File: config.mk
export PLATFORM = sky130hd
export DESIGN_NAME = control_unit_flat
export DESIGN_NICKNAME = d
export VERILOG_FILES = /design/src/rtl/processor_pkg.sv /design/src/rtl/control_unit_if.sv /design/src/rtl/program_counter.sv /design/src/rtl/control_unit.sv /design/src/flat_wrapper.sv
export SDC_FILE = /design/constraint.sdc
export NUM_CORES = 1
export LEC_CHECK = 0
export BUFFER_PORTS_ARGS = -buffer_cell sky130_fd_sc_hd__buf_2
export CORE_ASPECT_RATIO = 1.25
export CORE_MARGIN = 4
export CORE_UTILIZATION = 35
export CTS_CLUSTER_SIZE = 10
export DETAILED_ROUTE_END_ITERATION = 16
export PLACE_DENSITY = 0.55
export SLEW_MARGIN = 20
export SYNTH_ARGS = -nofsm -noshare
export SYNTH_HDL_FRONTEND = slang
export SYNTH_SLANG_ARGS = --single-unit
File: constraint.sdc
create_clock -name clk -period 3.5 [get_ports clk]
set_input_delay 0.35 -clock clk [delete_from_list [all_inputs] [get_ports clk]]
set_output_delay 0.35 -clock clk [all_outputs]
set_load 0.03 [all_outputs]
File: src/rtl/processor_pkg.sv
// Shared encodings for the six-instruction processor: opcodes, controller
// states and the datapath select codes.
package processor_pkg;

  typedef enum logic [3:0] {
    OP_LOAD      = 4'b0000,
    OP_STORE     = 4'b0001,
    OP_ADD       = 4'b0010,
    OP_LOADCONST = 4'b0011,
    OP_SUB       = 4'b0100,
    OP_JMPZ      = 4'b0101
  } opcode_t;

  typedef enum logic [3:0] {
    S_INIT,
    S_FETCH,
    S_DECODE,
    S_LOAD,
    S_STORE,
    S_ADD,
    S_SUB,
    S_LOADCONST,
    S_JMPZ,
    S_JMPZ_JUMP
  } state_t;

  typedef enum logic [1:0] {
    RF_S_ALU   = 2'b00,
    RF_S_DREG  = 2'b01,
    RF_S_WDATA = 2'b10
  } rf_s_t;

  typedef enum logic [1:0] {
    ALU_BYPASS = 2'b00,
    ALU_ADD    = 2'b01,
    ALU_SUB    = 2'b10
  } alu_s_t;

endpackage

File: src/rtl/control_unit_if.sv
// Controller-side bus: instruction memory, data memory and datapath control.
interface control_unit_if
  import processor_pkg::*;
#(
  parameter int PCBITS  = 16,
  parameter int REGBITS = 4
) ();

  logic [15:0]        i_data;
  logic               rf_rp_zero;
  logic [PCBITS-1:0]  i_addr;
  logic               i_rd;
  logic [7:0]         d_addr;
  logic               d_rd;
  logic               d_wr;
  logic [7:0]         rf_w_data;
  logic [REGBITS-1:0] rf_w_addr;
  logic [REGBITS-1:0] rf_rp_addr;
  logic [REGBITS-1:0] rf_rq_addr;
  logic               rf_w_wr;
  logic               rf_rp_rd;
  logic               rf_rq_rd;
  rf_s_t              rf_s;
  alu_s_t             alu_s;

  modport master (
    input  i_data, rf_rp_zero,
    output i_addr, i_rd, d_addr, d_rd, d_wr, rf_w_data, rf_w_addr,
           rf_rp_addr, rf_rq_addr, rf_w_wr, rf_rp_rd, rf_rq_rd, rf_s, alu_s
  );

  modport slave (
    output i_data, rf_rp_zero,
    input  i_addr, i_rd, d_addr, d_rd, d_wr, rf_w_data, rf_w_addr,
           rf_rp_addr, rf_rq_addr, rf_w_wr, rf_rp_rd, rf_rq_rd, rf_s, alu_s
  );

endinterface

File: src/rtl/program_counter.sv
// Program counter with clear, increment and relative-jump controls.
module program_counter #(
  parameter int PCBITS = 16
) (
  input  logic              clk,
  input  logic              rst_n,
  input  logic              clr,
  input  logic              inc,
  input  logic              add_off,
  input  logic [PCBITS-1:0] off,
  output logic [PCBITS-1:0] pc
);

  // pc already points past the jmpz, so the -1 makes off relative to the jmpz itself
  always_ff @(posedge clk) begin
    if (!rst_n || clr)
      pc <= '0;
    else if (inc)
      pc <= pc + PCBITS'(1);
    else if (add_off)
      pc <= pc + off - PCBITS'(1);
  end

endmodule

File: src/rtl/control_unit.sv
// Fetch/decode/execute controller for the six-instruction processor.
//   state       | meaning
//   S_INIT      | clear PC and IR
//   S_FETCH     | read instruction into IR, PC+1
//   S_DECODE    | branch on opcode
//   S_LOAD      | Ra <- D[d]
//   S_STORE     | D[d] <- Ra
//   S_ADD/S_SUB | Ra <- Rb +/- Rc
//   S_LOADCONST | Ra <- sext(c)
//   S_JMPZ      | read Ra, test zero flag
//   S_JMPZ_JUMP | PC <- PC + sext(off) - 1
module control_unit
  import processor_pkg::*;
#(
  parameter int PCBITS  = 16,
  parameter int REGBITS = 4
) (
  input logic            clk,
  input logic            rst_n,
  control_unit_if.master bus
);

  state_t             state, state_nxt;
  logic [15:0]        ir;
  logic [PCBITS-1:0]  pc;
  logic [3:0]         op;
  logic [REGBITS-1:0] ra, rb, rc;
  logic [7:0]         imm;
  logic               d_wr_raw, w_wr_raw;

  assign op  = ir[15:12];
  assign ra  = ir[11:8];
  assign rb  = ir[7:4];
  assign rc  = ir[3:0];
  assign imm = ir[7:0];

  program_counter #(.PCBITS(PCBITS)) u_pc (
    .clk     (clk),
    .rst_n   (rst_n),
    .clr     (state == S_INIT),
    .inc     (state == S_FETCH),
    .add_off (state == S_JMPZ_JUMP),
    .off     ({{(PCBITS-8){imm[7]}}, imm}),
    .pc      (pc)
  );

  always_ff @(posedge clk) begin
    if (!rst_n) begin
      state <= S_INIT;
      ir    <= '0;
    end else begin
      state <= state_nxt;
      if (state == S_INIT)
        ir <= '0;
      else if (state == S_FETCH)
        ir <= bus.i_data;
    end
  end

  always_comb begin
    state_nxt      = state;
    bus.i_rd       = 1'b0;
    bus.d_addr     = '0;
    bus.d_rd       = 1'b0;
    d_wr_raw       = 1'b0;
    bus.rf_w_data  = '0;
    bus.rf_w_addr  = '0;
    bus.rf_rp_addr = '0;
    bus.rf_rq_addr = '0;
    w_wr_raw       = 1'b0;
    bus.rf_rp_rd   = 1'b0;
    bus.rf_rq_rd   = 1'b0;
    bus.rf_s       = RF_S_ALU;
    bus.alu_s      = ALU_BYPASS;
    case (state)
      S_INIT:  state_nxt = S_FETCH;
      S_FETCH: begin
        bus.i_rd  = 1'b1;
        state_nxt = S_DECODE;
      end
      S_DECODE: begin
        case (op)
          OP_LOAD:      state_nxt = S_LOAD;
          OP_STORE:     state_nxt = S_STORE;
          OP_ADD:       state_nxt = S_ADD;
          OP_LOADCONST: state_nxt = S_LOADCONST;
          OP_SUB:       state_nxt = S_SUB;
          OP_JMPZ:      state_nxt = S_JMPZ;
          default:      state_nxt = S_FETCH;
        endcase
      end
      S_LOAD: begin
        bus.d_addr    = imm;
        bus.d_rd      = 1'b1;
        bus.rf_s      = RF_S_DREG;
        bus.rf_w_addr = ra;
        w_wr_raw      = 1'b1;
        state_nxt     = S_FETCH;
      end
      S_STORE: begin
        bus.d_addr     = imm;
        d_wr_raw       = 1'b1;
        bus.rf_rp_addr = ra;
        bus.rf_rp_rd   = 1'b1;
        state_nxt      = S_FETCH;
      end
      S_ADD, S_SUB: begin
        bus.rf_rp_addr = rb;
        bus.rf_rq_addr = rc;
        bus.rf_rp_rd   = 1'b1;
        bus.rf_rq_rd   = 1'b1;
        bus.alu_s      = (state == S_ADD) ? ALU_ADD : ALU_SUB;
        bus.rf_w_addr  = ra;
        w_wr_raw       = 1'b1;
        state_nxt      = S_FETCH;
      end
      S_LOADCONST: begin
        bus.rf_w_data = imm;
        bus.rf_s      = RF_S_WDATA;
        bus.rf_w_addr = ra;
        w_wr_raw      = 1'b1;
        state_nxt     = S_FETCH;
      end
      S_JMPZ: begin
        bus.rf_rp_addr = ra;
        bus.rf_rp_rd   = 1'b1;
        state_nxt      = bus.rf_rp_zero ? S_JMPZ_JUMP : S_FETCH;
      end
      S_JMPZ_JUMP: state_nxt = S_FETCH;
      default:     state_nxt = S_INIT;
    endcase
  end

  // Gating with rst_n keeps a reset edge from also committing a write
  assign bus.d_wr    = d_wr_raw & rst_n;
  assign bus.rf_w_wr = w_wr_raw & rst_n;
  assign bus.i_addr  = pc;

endmodule

File: src/flat_wrapper.sv
// flat-port wrapper written by rule: the top's interface ports become plain ports
module control_unit_flat import processor_pkg::*;
#(
  parameter int PCBITS  = 16,
  parameter int REGBITS = 4
)
  (clk, rst_n, bus_i_data, bus_rf_rp_zero, bus_i_addr, bus_i_rd, bus_d_addr, bus_d_rd, bus_d_wr, bus_rf_w_data, bus_rf_w_addr, bus_rf_rp_addr, bus_rf_rq_addr, bus_rf_w_wr, bus_rf_rp_rd, bus_rf_rq_rd, bus_rf_s, bus_alu_s);
  control_unit_if #(.PCBITS(PCBITS), .REGBITS(REGBITS)) bus_i ();
  input logic clk;
  input logic rst_n;
  input wire logic [$bits(bus_i.i_data)-1:0] bus_i_data;
  input wire logic [$bits(bus_i.rf_rp_zero)-1:0] bus_rf_rp_zero;
  output wire logic [$bits(bus_i.i_addr)-1:0] bus_i_addr;
  output wire logic [$bits(bus_i.i_rd)-1:0] bus_i_rd;
  output wire logic [$bits(bus_i.d_addr)-1:0] bus_d_addr;
  output wire logic [$bits(bus_i.d_rd)-1:0] bus_d_rd;
  output wire logic [$bits(bus_i.d_wr)-1:0] bus_d_wr;
  output wire logic [$bits(bus_i.rf_w_data)-1:0] bus_rf_w_data;
  output wire logic [$bits(bus_i.rf_w_addr)-1:0] bus_rf_w_addr;
  output wire logic [$bits(bus_i.rf_rp_addr)-1:0] bus_rf_rp_addr;
  output wire logic [$bits(bus_i.rf_rq_addr)-1:0] bus_rf_rq_addr;
  output wire logic [$bits(bus_i.rf_w_wr)-1:0] bus_rf_w_wr;
  output wire logic [$bits(bus_i.rf_rp_rd)-1:0] bus_rf_rp_rd;
  output wire logic [$bits(bus_i.rf_rq_rd)-1:0] bus_rf_rq_rd;
  output wire logic [$bits(bus_i.rf_s)-1:0] bus_rf_s;
  output wire logic [$bits(bus_i.alu_s)-1:0] bus_alu_s;
  assign bus_i.i_data = bus_i_data;
  assign bus_i.rf_rp_zero = bus_rf_rp_zero;
  assign bus_i_addr = bus_i.i_addr;
  assign bus_i_rd = bus_i.i_rd;
  assign bus_d_addr = bus_i.d_addr;
  assign bus_d_rd = bus_i.d_rd;
  assign bus_d_wr = bus_i.d_wr;
  assign bus_rf_w_data = bus_i.rf_w_data;
  assign bus_rf_w_addr = bus_i.rf_w_addr;
  assign bus_rf_rp_addr = bus_i.rf_rp_addr;
  assign bus_rf_rq_addr = bus_i.rf_rq_addr;
  assign bus_rf_w_wr = bus_i.rf_w_wr;
  assign bus_rf_rp_rd = bus_i.rf_rp_rd;
  assign bus_rf_rq_rd = bus_i.rf_rq_rd;
  assign bus_rf_s = bus_i.rf_s;
  assign bus_alu_s = bus_i.alu_s;
  control_unit #(.PCBITS(PCBITS), .REGBITS(REGBITS)) u_core (.clk(clk), .rst_n(rst_n), .bus(bus_i));
endmodule
Word level (Yosys, flattened, before mapping)
Index checks and enable logic that the tools add are counted.
{ "totals": {"reg_bits": 36, "mem_bits_rw": 0, "latch_bits": 0, "inputBits": 19, "mem_count": 0, "rom_bits": 0, "out_inout_bits": 54} }
{ "classes": {"eq_ne": 14, "add_sub_neg": 3, "mux": 19, "reduce_logical": 12, "bitwise": 3, "div_mod_pow": 0, "n_shift": 0, "order_cmp": 0, "multipliers": 0} }
{ "ops": {"columns": ["op", "count"], "rows": [
  ["2-to-1 mux 16 bit", 2],
  ["== test 4 x 3 -> 1 bit (second input constant)", 6],
  ["case mux 4 bit (6 select lines)", 1],
  ["adder 16 x 1 -> 16 bit (second input constant)", 1],
  ["adder 16 bit", 1],
  ["== test 4 x 2 -> 1 bit (second input constant)", 4],
  ["2-to-1 mux 8 bit", 2],
  ["case mux 4 bit (4 select lines)", 1],
  ["subtractor 16 x 1 -> 16 bit (second input constant)", 1],
  ["2-to-1 mux 4 bit", 3],
  ["== test 4 x 1 -> 1 bit (second input constant)", 2],
  ["== test 4 bit (second input constant)", 2],
  ["logical NOT 4 bit", 2],
  ["case mux 4 bit (2 select lines)", 1],
  ["OR reduction 2 bit", 4],
  ["OR reduction 4 bit", 2],
  ["OR reduction 7 bit", 1],
  ["2-to-1 mux 1 bit", 6],
  ["2-to-1 mux 2 bit", 2],
  ["case mux 2 bit (2 select lines)", 1],
  ["bitwise AND 1 bit", 2],
  ["nonzero test 2 bit", 1],
  ["logical NOT 1 bit", 1],
  ["logical OR 1 bit", 1],
  ["inverter 1 bit", 1]
]} }

Depth between registers and ports, before layout
Gate-level depths: netlist of the first run.
{ "depth": {"ltp_word": 4, "depth_mapped": 12} }

Cells and area by module
From an unflattened synthesis of the first run, not the netlist that was laid out.
{ "unflattened": {"cells_unflattened": 432, "hier_area_um2": 3131.8} }
{ "modules_own_cells": {"columns": ["mod", "n_inst", "area_each_um2", "seq_area_each_um2", "cells_per_inst"], "rows": [
  ["program_counter", 1, 1961.9, 320.3, 274],
  ["control_unit", 1, 1169.9, 400.4, 158]
]} }

Worst setup path before layout of the first run
Ideal clock, no wire load.
{ "synth_path": {"path_type": "register -> output", "start": "reg u_core.state[2]", "end": "out bus_rf_rq_addr[0]", "path_slack_ns": 0.829, "arrival_ns": 2.321, "path_stages_with_launch": 6, "required_ns": 3.150, "path_cell_list": "dfxtp_1 clkbuf_1 nand2_1 nor3b_1 nor2_1 nor2_1"} }
{ "synth_via": {"elab_chain_cells": 3} }
{ "synth_rtl": {"columns": ["item", "line_no", "text"], "rows": [
  ["start, declared", "control_unit.sv:23", "state_t state, state_nxt;"],
  ["start signal, assigned", "control_unit.sv:52", "state <= state_nxt;"],
  ["== test 4 x 3 -> 1 bit", "control_unit.sv:75", "case (state)"],
  ["OR reduction 2 bit *", null, null],
  ["2-to-1 mux 4 bit *", "control_unit.sv:75", null],
  ["end, declared", "flat_wrapper.sv:21", "output wire logic [$bits(bus_i.rf_rq_addr)-1:0] bus_rf_rq_addr;"]
]} }
Mark *: on every way between the ends. The rest lies on a longest branch, timed or not.

Worst setup path after layout of the first run
{ "layout_path": {"start": "reg u_core.u_pc.pc[1]", "end": "reg u_core.u_pc.pc[13]"} }
{ "layout_via": {"elab_chain_cells": 4} }
{ "layout_rtl": {"columns": ["item", "line_no", "text"], "rows": [
  ["start, declared", "program_counter.sv:11", "output logic [PCBITS-1:0] pc"],
  ["start signal, assigned", "program_counter.sv:19", "pc <= pc + PCBITS'(1);"],
  ["start signal, assigned", "program_counter.sv:21", "pc <= pc + off - PCBITS'(1);"],
  ["adder 16 bit", "program_counter.sv:21", null],
  ["subtractor 16 x 1 -> 16 bit", "program_counter.sv:21", null],
  ["2-to-1 mux 16 bit", "program_counter.sv:20", "else if (add_off)"],
  ["2-to-1 mux 16 bit *", "program_counter.sv:18", "else if (inc)"]
]} }
Mark *: on every way between the ends. The rest lies on a longest branch, timed or not. The select of a mux whose other input is x is not followed.
A chain may end at the register's enable or synchronous reset.

==> results.md, run 1 <==
* Drt drc at 0
* Fin Setup TNS at 0 ps
* Critical Path Sink Type: flop
* 1st-pass router iterations at 4
* Buffers on Ports at 72
* H-tree levels at 2
* CTS Sinks at 36
* Initial antenna violation count at 0
* Routability Congestion at 0.8371
* GRT Util Overall at 18.36%
* Largest net degree at the start of global routing at 31
* Mapped Nets at 492
* Boundary pin count at 73
* Num rows at 38
* Pwr/cell area at 336.0 mW/mm2
* Critical path's top delay family: compound AO/OA/AOI/OAI gates
* Max-Cap Viols at 0
* Cell count after synthesis at 442
* Post-CTS resize count at 0
* Sequential cell area fraction in the yosys report at 22.61%
* CTS buffer count at 5
* Final cycle utilization of the critical path at 79.25%
* YS warnings at 0
* TritonCTS clock tree: done
* Leakage at 1.715 nW
* Worst Path Buf+Inv at 4
* P&R area growth vs syn at 17.28%
* Async SR Flop Fraction at 0%
* Most used cell, CP: inv_1
* Die area at 0.01071 mm2
* Reg2Reg Setup Slack at 730 ps
* Top cells by area, synth: dfxtp_1 23%, ha_1 12%, inv_1 6.7%
* WHS at 294.7 ps
* CP max stage cell: o311ai_0
* Final Net Count at 556
* Avg Cell Area, Syn at 7.210 um2
* Post-cts hold buffer count at 0
* DP Wirelength at 7221 um
* Fin. max-slew vios at 0
* Main synth FF type: dfxtp_1
* Crit path cell chain: inv_1 -> ha_1 -> inv_1 -> ha_1 -> inv_1 -> fa_1 -> inv_1 -> a21o_1 -> a41oi_1 -> o311ai_0 -> o21ai_0
* Die Span Y at 114.7 um
* Min cycle time layout at 2774 ps
* Crit Path Class: flop to flop
* # diodes at 0
* Total Wirelength at 9633 um
* Crit-path max FO at 7
* Slew @ Worst Pin at 624.2 ps
* F_max at 360.5 MHz
* Via density at 5.307
* Skew final at 14.34 ps
* Worst Path Arrival at 2950 ps
* Global route overflow at 0
* Max clock buf depth at 2
* Clk pin slew, worst setup/hold paths at 90 ps
* Starting Density at 36.23%
* Number of synthesized register bits at 36
* Post-DRT Antenna Nets at 0
* Starting DRT DRC Count at 159
* Vias at 3322
* Clock root cell: clkbuf_8
* Final setup viols at 0
* Post-synthesis cell area at 0.003187 mm2
* Outcome: finished, final reports clean
* Post-synth top area share at 22.61%
* Layout cells sized above 1 at 19.76%
* Critical Path RT at 3670 ps
* Die Wd at 93.35 um
* DR WL/cell at 15.39 um
* Clk Latency, worst-skew pair at 290 ps
* EDFF count, synth at 0
* Placeable Area at 0.008796 mm2
* First-pass GRT wire length at 15900 um
* Number of global-route vias before repair at 3274
* Top post-synthesis cells by count: 57 x inv_1, 57 x nand2_1, 36 x dfxtp_1, 35 x a21oi_1, 30 x ha_1
* Library cells used by synthesis at 61
* Maximum VDD drop at 170.8 uV
* Yosys top cell by area: dfxtp_1
* Post-CTS setup buffer count at 0
* RSZ-0062 raised after global routing: no
* Hold Fails Final Rpt at 0
* Max incr delay on CP at 500 ps
* Slew Limit Headroom at 57.84%
* Worst Hold Class: input port to flop
* Worst setup SP type: flop
-- cell type report --
cell class,count,area [um2]
multi-input cells,326,2136
well taps,120,150.1
clock buffers,7,96.34
flip-flops and latches,36,720.7
repair buffers,80,420.4
inverters,57,214.0
fillers,934,5059
-- through the flow --
stage / utilization, % / power (mW) / setup slack [ps] / instance area, um2 / std cells
2_1_floorplan: - / 0.8118 / 829.3 / 3187 / 442
3_3_place_gp: 41.39 / 0.9238 / 812.5 / 3641 / 619
3_5_place_dp: 41.39 / 0.9267 / 725.4 / 3641 / 619
4_1_cts: 42.49 / 1.266 / 719.9 / 3737 / 626
5_1_grt: 42.49 / 1.333 / 503.5 / 3737 / 626
6_report: 42.49 / 1.256 / 726.4 / 3737 / 626
-- report_power, final --
part | switching [mW] | total [mW] | internal [mW]
clock network | 0.162 | 0.338 | 0.176
registers | 0.0282 | 0.454 | 0.426
logic | 0.287 | 0.463 | 0.177
total | 0.477 | 1.26 | 0.779
-- routing by layer --
| metal | track usage (%) | routed length, um | up-vias |
|---|---|---|---|
| li1 | - | - | 1677 |
| met1 | 23.18 | 4319 | 1528 |
| met2 | 31.30 | 4607 | 106 |
| met3 | 3.616 | 572 | 11 |
| met4 | 5.670 | 134 | 0 |
| met5 | 0 | 0 | - |
-- worst reg2reg max path: stages, from the launching register on --
cell      delay (ps)
dfxtp_1          430
inv_1             70
ha_1             280
inv_1             60
ha_1             180
inv_1             60
fa_1             400
inv_1             70
a21o_1           130
a41oi_1          310
o311ai_0         510
o21ai_0          150
-- cells in the final DEF, fill, tap and decap left out, drive strengths merged, types with 3 or more instances in the layout --
cell	count
nand3	14
nand4	5
nor4	5
a21oi	36
a2111oi	3
a22oi	7
mux2i	5
buf	80
xor2	3
o31ai	3
xnor2	6
o21ai	26
nand3b	3
ha	30
a21o	5
o32ai	3
clkbuf	7
dfxtp	36
and2	6
inv	57
or3	3
a21boi	3
nor3	24
nand2b	4
and3	5
nor3b	5
a31oi	5
a221oi	4
nand2	57
nor2	28
-- flip-flops by register name (all words and copies together) (netlist names) --
signal	flops
u_core.u_pc.pc	16
u_core.ir	16
u_core.state	4
-- worst paths after layout --
check                          from            endpoint  cells past startpoint
setup / recovery  u_core.u_pc.pc[1]  u_core.u_pc.pc[13]                     11
hold / removal       bus_i_data[13]       u_core.ir[13]                      3
setup reg to reg  u_core.u_pc.pc[1]  u_core.u_pc.pc[13]                     11
hold reg to reg        u_core.ir[0]        u_core.ir[0]                      2
-- kinds of logic (layout without fill, tap and decap cells) --
logic type	count (synthesis)	after routing	synth area share [%]
AO/OA/AOI/OAI	116	116	24.58
XOR/XNOR	9	9	2.474
adder cells (fa/ha/maj)	31	31	12.41
buffers and inverters	80	144	10.88
flip-flops	36	36	22.61
multiplexers	5	5	1.571
AND/OR/NAND/NOR	165	165	25.48
No activity file was read; power rests on OpenSTA's default activity.
==> inputs of run 2 (changes only) <==
==> constraint.sdc (replaced) <==
create_clock -name clk -period 2.9 [get_ports clk]
set_input_delay 0.29 -clock clk [delete_from_list [all_inputs] [get_ports clk]]
set_output_delay 0.29 -clock clk [all_outputs]
set_load 0.03 [all_outputs]
==> run 2 against run 1 <==
  * Via count rose by 0.87%
  * Setup slack worse by 560 ps
  * Final area increased by 1.7%
  * Fmax increased by 1.4%
  * Die area unchanged
  * Core utilization up 0.74 points
  * Critical endpoint is now u_core.u_pc.pc[14]
  * Largest cell class unchanged
  * Largest power group unchanged
==> results.md, run 2 (synthesized netlist as in run 1, its figures left out) <==
* Outcome: finished, final reports clean
* Final cycle utilization of the critical path at 94.31%
* Max-Cap Viols at 0
* Maximum VDD drop at 161.4 uV
* Placed inst area at 0.003686 mm2
* Placeable Area at 0.008796 mm2
* Worst Hold Class: input port to flop
* Reg2Reg Setup Slack at 170 ps
* Fin area at 0.003802 mm2
* Power Total at 1.548 mW
* Routability Congestion at 0.8230
* Largest net degree at the start of global routing at 28
* Non-Filler Instances at 632
* Fin. max-slew vios at 0
* GRT Util Overall at 18.57%
* Commonest non-fill, non-tap cell in the layout: buf_2
* Hold_sp: bus_i_data[15]
* # diodes at 0
* Clk pin slew, worst setup/hold paths at 80 ps
* TritonCTS clock tree: done
* Starting Density at 36.23%
* CP max stage cell: dfxtp_1
* Starting DRT DRC Count at 206
* Critical path's top delay family: compound AO/OA/AOI/OAI gates
* P&R area growth vs syn at 19.32%
* Pwr/cell area at 407.2 mW/mm2
* Hold depth at 3
* Die Wd at 93.35 um
* 1st-pass router iterations at 4
* Die area at 0.01071 mm2
* RR Endpoint: u_core.u_pc.pc[14]
* Die Span Y at 114.7 um
* Critical Path RT at 3090 ps
* Crit Path Class: flop to flop
* CTS Sinks at 36
* Worst Path Arrival at 2930 ps
* Boundary pin count at 73
* Max clock buf depth at 2
* F_max at 365.6 MHz
* Via density at 5.302
* DP Worst Slack at 167.6 ps
* DP Wirelength at 7445 um
* Largest regs: u_core.ir (16), u_core.u_pc.pc (16), u_core.state (4)
* Slew Limit Headroom at 56.19%
* Hold Fails Final Rpt at 0
* Layout cells sized above 1 at 21.48%
* Crit path depth at 10
* DR WL/cell at 15.53 um
* Clk Latency, worst-skew pair at 290 ps
* Most frequent cells in the layout: 72 x buf_2, 57 x nand2_1, 56 x inv_1, 35 x a21oi_1, 34 x dfxtp_1
* Hold Path Sink: u_core.ir[15]
* Fin Setup TNS at 0 ps
* First-pass GRT wire length at 16000 um
* Sequential cell area at 723.2 um2
* Skew final at 8.131 ps
* Critical Path Sink Type: flop
* Post-route setup slack at 165.1 ps
* CTS buffer count at 5
* Util after Layout at 43.23%
* Worst setup SP type: flop
* Buffers on Ports at 72
* WHS at 224.4 ps
* Num rows at 38
* Clock root cell: clkbuf_8
* Total Wirelength at 9816 um
* Cells after DPL at 625
* Min cycle time layout at 2735 ps
* H-tree levels at 2
* Post-DRT Antenna Nets at 0
* Final Net Count at 562
* Final setup viols at 0
* Footprint of the multi-input gates at 0.002153 mm2
* Drt drc at 0
* Initial antenna violation count at 0
* Slew @ Worst Pin at 656.4 ps
* Crit path cell chain: inv_1 -> ha_1 -> inv_1 -> ha_1 -> and3_1 -> a221oi_4 -> nor3b_1 -> a2111oi_4 -> o32ai_1 -> a31o_2
* Max incr delay on CP at 450 ps
* Worst Path Buf+Inv at 2
* Leakage at 1.747 nW
* RR Startpoint: u_core.u_pc.pc[7]
* Worst reg-to-reg path cell count at 10
* Vias at 3351
* Post-CTS setup buffer count at 0
* Fill count at 946
* Crit-path max FO at 7
* Number of global-route vias before repair at 3259
* Global route overflow at 0
## run 2: metal layers
metal,track usage [%],vias to the layer above,share of wire (%)
met2,31.68,101,49
li1,-,1689,-
met4,3.421,0,0.52
met1,24.91,1557,45
met5,0,-,0
met3,2.827,4,6.1
## run 2: cell type report
| type | instances | share of cell area (%) |
|---|---|---|
| Inverter | 57 | 5.627 |
| Tap cell | 120 | 3.949 |
| Clock buffer | 7 | 2.534 |
| Sequential cell | 36 | 19.02 |
| Timing Repair Buffer | 86 | 12.24 |
| Multi-Input combinational cell | 326 | 56.63 |
## run 2: worst max path at each step
stage	startpoint	endpoint	slack (ps)
after floorplan	u_core.u_pc.pc[8]	u_core.u_pc.pc[14]	240
after global placement	u_core.u_pc.pc[2]	u_core.u_pc.pc[10]	260
after detailed placement	u_core.ir[7]	u_core.u_pc.pc[14]	170
after CTS	u_core.ir[7]	u_core.u_pc.pc[14]	150
after global routing	u_core.u_pc.pc[7]	u_core.u_pc.pc[14]	-0.8
final	u_core.u_pc.pc[7]	u_core.u_pc.pc[14]	170
## run 2: worst reg2reg max path: cells and delay by family (launching register included)
kind            cells  cell delay (ps)
compound gates      4              990
fa+ha+maj           2              660
buf+inv             2              190
flops               1              450
simple gates        2              360
## run 2: where the power goes
part | internal, mW | switching [mW]
Sequential | 0.514 | 0.0307
Clock | 0.212 | 0.203
Combinational | 0.225 | 0.363
Total | 0.952 | 0.597
## run 2: timing repair
action	CTS	global route
setup endpoints to repair	0	2
gates resized for setup	0	6
hold buffers	0	0
